File: src/rtl/seq_divider_if.sv
// Request/response bundle between the execute stage and the multi-cycle divider.
// The issuing pipeline holds the master side; the divider holds the slave side.
interface seq_divider_if #(
    parameter int WIDTH = 32
);
    logic             start;
    logic [1:0]       op;
    logic [WIDTH-1:0] a;
    logic [WIDTH-1:0] b;
    logic             busy;
    logic             done;
    logic [WIDTH-1:0] result;

    modport master (
        output start, op, a, b,
        input  busy, done, result
    );

    modport slave (
        input  start, op, a, b,
        output busy, done, result
    );
endinterface

File: src/rtl/seq_divider.sv
// Restoring divider for DIV/DIVU/REM/REMU, retiring one quotient bit per clock.
// Divide-by-zero and signed overflow finish in a single cycle without iterating.
module seq_divider #(
    parameter int WIDTH = 32
) (
    input  logic          clk,
    input  logic          reset,
    seq_divider_if.slave  bus
);
    typedef enum logic [1:0] {IDLE, RUN, DONE} state_t;

    localparam int CW = $clog2(WIDTH);
    localparam logic [CW-1:0]    LAST = CW'(WIDTH - 1);
    localparam logic [WIDTH-1:0] MIN  = {1'b1, {(WIDTH-1){1'b0}}};

    state_t           state_q;
    logic [CW-1:0]    count_q;
    logic [WIDTH-1:0] rem_q;
    logic [WIDTH-1:0] quo_q;
    logic [WIDTH-1:0] div_q;
    logic             neg_q_q;
    logic             neg_r_q;
    logic             is_rem_q;
    logic             busy_q;
    logic             done_q;
    logic [WIDTH-1:0] result_q;

    logic             signed_op;
    logic             a_neg;
    logic             b_neg;
    logic [WIDTH-1:0] a_abs;
    logic [WIDTH-1:0] b_abs;
    logic             div_zero;
    logic             overflow;
    logic [WIDTH-1:0] special_res;
    logic [WIDTH:0]   r_shift;
    logic [WIDTH:0]   diff;
    logic             borrow;
    logic [WIDTH-1:0] rem_d;
    logic [WIDTH-1:0] quo_d;
    logic [WIDTH-1:0] final_res;

    // Operand preparation: op[0]==0 selects the signed variants, op[1] selects remainder.
    always_comb begin
        signed_op   = ~bus.op[0];
        a_neg       = signed_op & bus.a[WIDTH-1];
        b_neg       = signed_op & bus.b[WIDTH-1];
        a_abs       = a_neg ? -bus.a : bus.a;
        b_abs       = b_neg ? -bus.b : bus.b;
        div_zero    = (bus.b == '0);
        overflow    = signed_op && (bus.a == MIN) && (bus.b == '1);
        special_res = '0;
        if (div_zero) begin
            special_res = bus.op[1] ? bus.a : '1;
        end else if (!bus.op[1]) begin
            special_res = MIN;
        end
    end

    // One restoring step; the sign bit of the WIDTH+1 bit difference is the borrow.
    always_comb begin
        r_shift   = {rem_q, quo_q[WIDTH-1]};
        diff      = r_shift + {1'b1, ~div_q} + {{WIDTH{1'b0}}, 1'b1};
        borrow    = diff[WIDTH];
        rem_d     = borrow ? r_shift[WIDTH-1:0] : diff[WIDTH-1:0];
        quo_d     = {quo_q[WIDTH-2:0], ~borrow};
        final_res = is_rem_q ? (neg_r_q ? -rem_d : rem_d)
                             : (neg_q_q ? -quo_d : quo_d);
    end

    always_ff @(posedge clk or posedge reset) begin
        if (reset) begin
            state_q  <= IDLE;
            count_q  <= '0;
            rem_q    <= '0;
            quo_q    <= '0;
            div_q    <= '0;
            neg_q_q  <= 1'b0;
            neg_r_q  <= 1'b0;
            is_rem_q <= 1'b0;
            busy_q   <= 1'b0;
            done_q   <= 1'b0;
            result_q <= '0;
        end else begin
            case (state_q)
                IDLE, DONE: begin
                    done_q <= 1'b0;
                    if (bus.start) begin
                        if (div_zero || overflow) begin
                            result_q <= special_res;
                            done_q   <= 1'b1;
                            state_q  <= DONE;
                        end else begin
                            rem_q    <= '0;
                            quo_q    <= a_abs;
                            div_q    <= b_abs;
                            neg_q_q  <= a_neg ^ b_neg;
                            neg_r_q  <= a_neg;
                            is_rem_q <= bus.op[1];
                            count_q  <= '0;
                            busy_q   <= 1'b1;
                            state_q  <= RUN;
                        end
                    end else begin
                        state_q <= IDLE;
                    end
                end
                RUN: begin
                    rem_q   <= rem_d;
                    quo_q   <= quo_d;
                    count_q <= count_q + CW'(1);
                    if (count_q == LAST) begin
                        result_q <= final_res;
                        done_q   <= 1'b1;
                        busy_q   <= 1'b0;
                        state_q  <= DONE;
                    end
                end
                default: begin
                    busy_q  <= 1'b0;
                    done_q  <= 1'b0;
                    state_q <= IDLE;
                end
            endcase
        end
    end

    assign bus.busy   = busy_q;
    assign bus.done   = done_q;
    assign bus.result = result_q;
endmodule

File: src/flat_wrapper.sv
// flat-port wrapper written by rule: the top's interface ports become plain ports
module seq_divider_flat 
#(
    parameter int WIDTH = 32
)
  (clk, reset, bus_start, bus_op, bus_a, bus_b, bus_busy, bus_done, bus_result);
  seq_divider_if #(.WIDTH(WIDTH)) bus_i ();
  input  logic clk;
  input  logic reset;
  input wire logic [$bits(bus_i.start)-1:0] bus_start;
  input wire logic [$bits(bus_i.op)-1:0] bus_op;
  input wire logic [$bits(bus_i.a)-1:0] bus_a;
  input wire logic [$bits(bus_i.b)-1:0] bus_b;
  output wire logic [$bits(bus_i.busy)-1:0] bus_busy;
  output wire logic [$bits(bus_i.done)-1:0] bus_done;
  output wire logic [$bits(bus_i.result)-1:0] bus_result;
  assign bus_i.start = bus_start;
  assign bus_i.op = bus_op;
  assign bus_i.a = bus_a;
  assign bus_i.b = bus_b;
  assign bus_busy = bus_i.busy;
  assign bus_done = bus_i.done;
  assign bus_result = bus_i.result;
  seq_divider #(.WIDTH(WIDTH)) u_core (.clk(clk), .reset(reset), .bus(bus_i));
endmodule
File: config.mk
export PLATFORM = sky130hd
export DESIGN_NAME = seq_divider_flat
export DESIGN_NICKNAME = d
export VERILOG_FILES = /design/src/rtl/seq_divider_if.sv /design/src/rtl/seq_divider.sv /design/src/flat_wrapper.sv
export SDC_FILE = /design/constraint.sdc
export NUM_CORES = 1
export LEC_CHECK = 0
export ABC_AREA = 1
export BUFFER_PORTS_ARGS = -buffer_cell sky130_fd_sc_hd__buf_2
export CORE_ASPECT_RATIO = 0.6
export CORE_MARGIN = 10
export CORE_UTILIZATION = 35
export DETAILED_ROUTE_END_ITERATION = 6
export SKIP_LAST_GASP = 1
export SYNTH_ARGS = -nofsm -noshare
export SYNTH_HDL_FRONTEND = slang
export SYNTH_SLANG_ARGS = --single-unit
export TNS_END_PERCENT = 10
File: constraint.sdc
create_clock -name clk -period 5.7 [get_ports clk]
set_input_delay 0.57 -clock clk [delete_from_list [all_inputs] [get_ports clk]]
set_output_delay 0.57 -clock clk [all_outputs]
set_load 0.01 [all_outputs]
==> results.md <==
- Half-perimeter wire length after placement: 40900 um
- RD Place Congestion: 0.987
- Worst Setup SP: u_core.quo_q[31]
- Inserted Clock Buffers: 17
- Post-Syn Nets: 2118
- Final min period: about 4.4 ns
- R2r startpoint: u_core.quo_q[31]
- Final WL: between 50000 and 60000 um
- CTS max path bufs: 2
- Post-DR vias/cell: 5.35
- Fin Setup TNS: 0 ns
- Row count: 53
- Max-cap check violation count: 0
- RSZ-0062 raised after global routing: false
- Worst-path fanout max: 29
- Clk pin slew, worst setup/hold paths: roughly 0.070 ns
- Distinct cell type count after synthesis: 50
- Detailed-route via count: ~14000
- Clk sinks: 139
- Buf/Inv on CP: 4
- Number of H-tree levels: 4
- TritonRoute pass-1 iters: 7
- Met2 WL: 18000 um
- Fin. Hold Viols: 0
- CP Data Arrival Time: 4.84 ns
- Final Cycle Share: 0.780
- Critical Path RT: 6.09 ns
- Port Buffers: 102
- Primary FF master, synth: dfrtp_1
- Hold WC Path Type: in2async
- # setup viols final: 0
- Starting DRT DRC Count: ~1800
- First-pass GRT wire length: ~77000 um
- Met3 wire length: 7320 um
- Achievable frequency: 0.225 GHz
- Setup bufs post-CTS: 0
- Worst slew margin: 0.292
- Synthesis-to-finish area growth: 12.3%
- Worst-margin pin slew: 1.06 ns
- Critical path class: reg2reg
- Core area: 0.0351 sq mm
- Ys Warns: 0
- Status: complete, but fails checks
- Sequential share of the synthesized area: 0.279
- Flop2flop setup slack: 1.26 ns
- Gr usage total: 0.229
- Share of cells above drive strength 1: 0.109
- Worst stage delay on the critical path: 0.53 ns
- Die Area: 0.0438 sq mm
- Fin nets: roughly 2200
- Syn_area_per_cell: 6.20 sq um
- Delay-heaviest family, CP: simple AND/OR/NAND/NOR gates
- CP startpoint kind: register
- Wire length per cell: 20.1 um
- Residual DRC: 5
- Die X: 264 um
- Post-CTS Hold Buffers: 0
- Failing checks: design-rule violations
- Root Driver: clkbuf_16
- Die Ht: 166 um
- Synthesized area: roughly 0.012 sq mm
- Global route overflow: 0
- Starting density of the core: 0.355
- M1 WL: 25500 um
- Largest net degree at the start of global routing: 77
- Crit path max-delay cell type: nand2_2
- Routed Antenna Nets: 0
- Highest routed layer: met5
- Clk_skew: 0.0110 ns
- IO Count: 103
- PostCTS Resize Cnt: 0
- CP most frequent cell: nand2_1
- Worst Setup End Kind: register
- FFs w/ async S/R, synth: 1.00
- Number of synthesized flops with an enable pin: 0
- Slew Viols, Final: 0
- Cells after Synth: 2009
- Vias in the first global route: 12600
- Initial antenna violation count: 2
- CTS tree: built
- FF+latch count, synth: roughly 140
- Clk_lat worst skew: between 0.4 and 0.5 ns
==> cell type report <==
| type | count | area (sq um) |
|---|---|---|
| multi-input combinational | 1538 | 7720 |
| inverter | 267 | 1010 |
| clock buffer | 17 | 425 |
| clock inverter | 15 | 186 |
| sequential | 139 | 3480 |
| tap | 467 | 584 |
| antenna | 1 | 2.50 |
| fill | 3809 | 21100 |
| timing repair buffer | 113 | 593 |
==> flip-flops by register name (all words and copies together) (netlist names) <==
signal and cells:
u_core.state_q 2, u_core.neg_r_q 1, u_core.neg_q_q 1, u_core.count_q 5, u_core.rem_q 32, u_core.is_rem_q 1, u_core.bus.busy 1, u_core.quo_q 32
u_core.bus.result 32, u_core.div_q 32
==> Yosys cell counts, types with 24 or more instances <==
cell type  instances  area share
clkbuf_1          52       0.016
nand2_2           27       0.014
nand2_1          635        0.19
nor2_1           206       0.062
nor3_1            35       0.014
a21oi_1           79       0.032
o21ai_0          131       0.053
inv_1            255       0.077
nand4_1           34       0.017
nand3_1          131       0.053
ha_1              39       0.039
o221ai_1          28       0.020
o21ai_1           24      0.0096
xor2_1            58       0.041
dfrtp_1          139        0.28
==> worst register-to-register path, delay by kind of cell (launching register included) <==
family	cells	cell delay, ns
simple gates	17	2.02
buf+inv	4	0.36
xor+xnor	1	0.37
compound gates	2	0.23
flops	1	0.39
fa+ha+maj	3	1.02
==> layout by cell type, fill, tap and decap left out, drive strengths merged, types with 17 or more instances in the layout <==
cell    instances
a21oi          83
buf           113
clkbuf         17
dfrtp         139
ha             39
inv           271
nand2         666
nand3         135
nand4          34
nor2          221
nor3           36
o21ai         159
o221ai         28
xor2           58
==> per-layer routing <==
layer / track usage / vias up
met5: 0.00899 / -
met4: 0.0433 / 6
met3: 0.113 / 44
met2: 0.272 / 647
met1: 0.346 / 6361
li1: - / 6612
==> cells by family after synthesis <==
| family | share of synthesized area |
|---|---|
| adders and majority gates | 0.0408 |
| buffers and inverters | 0.104 |
| AOI/OAI and AO/OA | 0.146 |
| xor gates and xnor gates | 0.0520 |
| and+or+nand+nor | 0.379 |
| DFF | 0.279 |
==> path summary, 6_finish.rpt <==
kind	endpoint	cells past startpoint
setup / recovery	u_core.bus.result[16]	27
hold / removal	u_core.count_q[3]	2
setup reg to reg	u_core.bus.result[16]	27
hold reg to reg	u_core.bus.busy	2
max in group asynchronous	u_core.rem_q[16]	3
min in group clk	u_core.div_q[31]	3
==> metrics by stage <==
| step | utilization | std cells | setup slack (ns) | cell area (sq um) | hold WS [ns] |
|---|---|---|---|---|---|
| after floorplan | - | 2009 | 1.41 | 12500 | 0.453 |
| after global placement | 0.381 | 2524 | 1.49 | 13400 | 0.459 |
| after detailed placement | 0.381 | 2524 | 1.36 | 13400 | 0.458 |
| after CTS | 0.399 | 2556 | 1.33 | 14000 | 0.255 |
| after global routing | 0.399 | 2556 | 0.658 | 14000 | 0.287 |
| final | 0.399 | 2557 | 1.26 | 14000 | 0.225 |
Power is not shown: default switching activity piles up to over one toggle a cycle in this logic, so the estimate is an artifact.
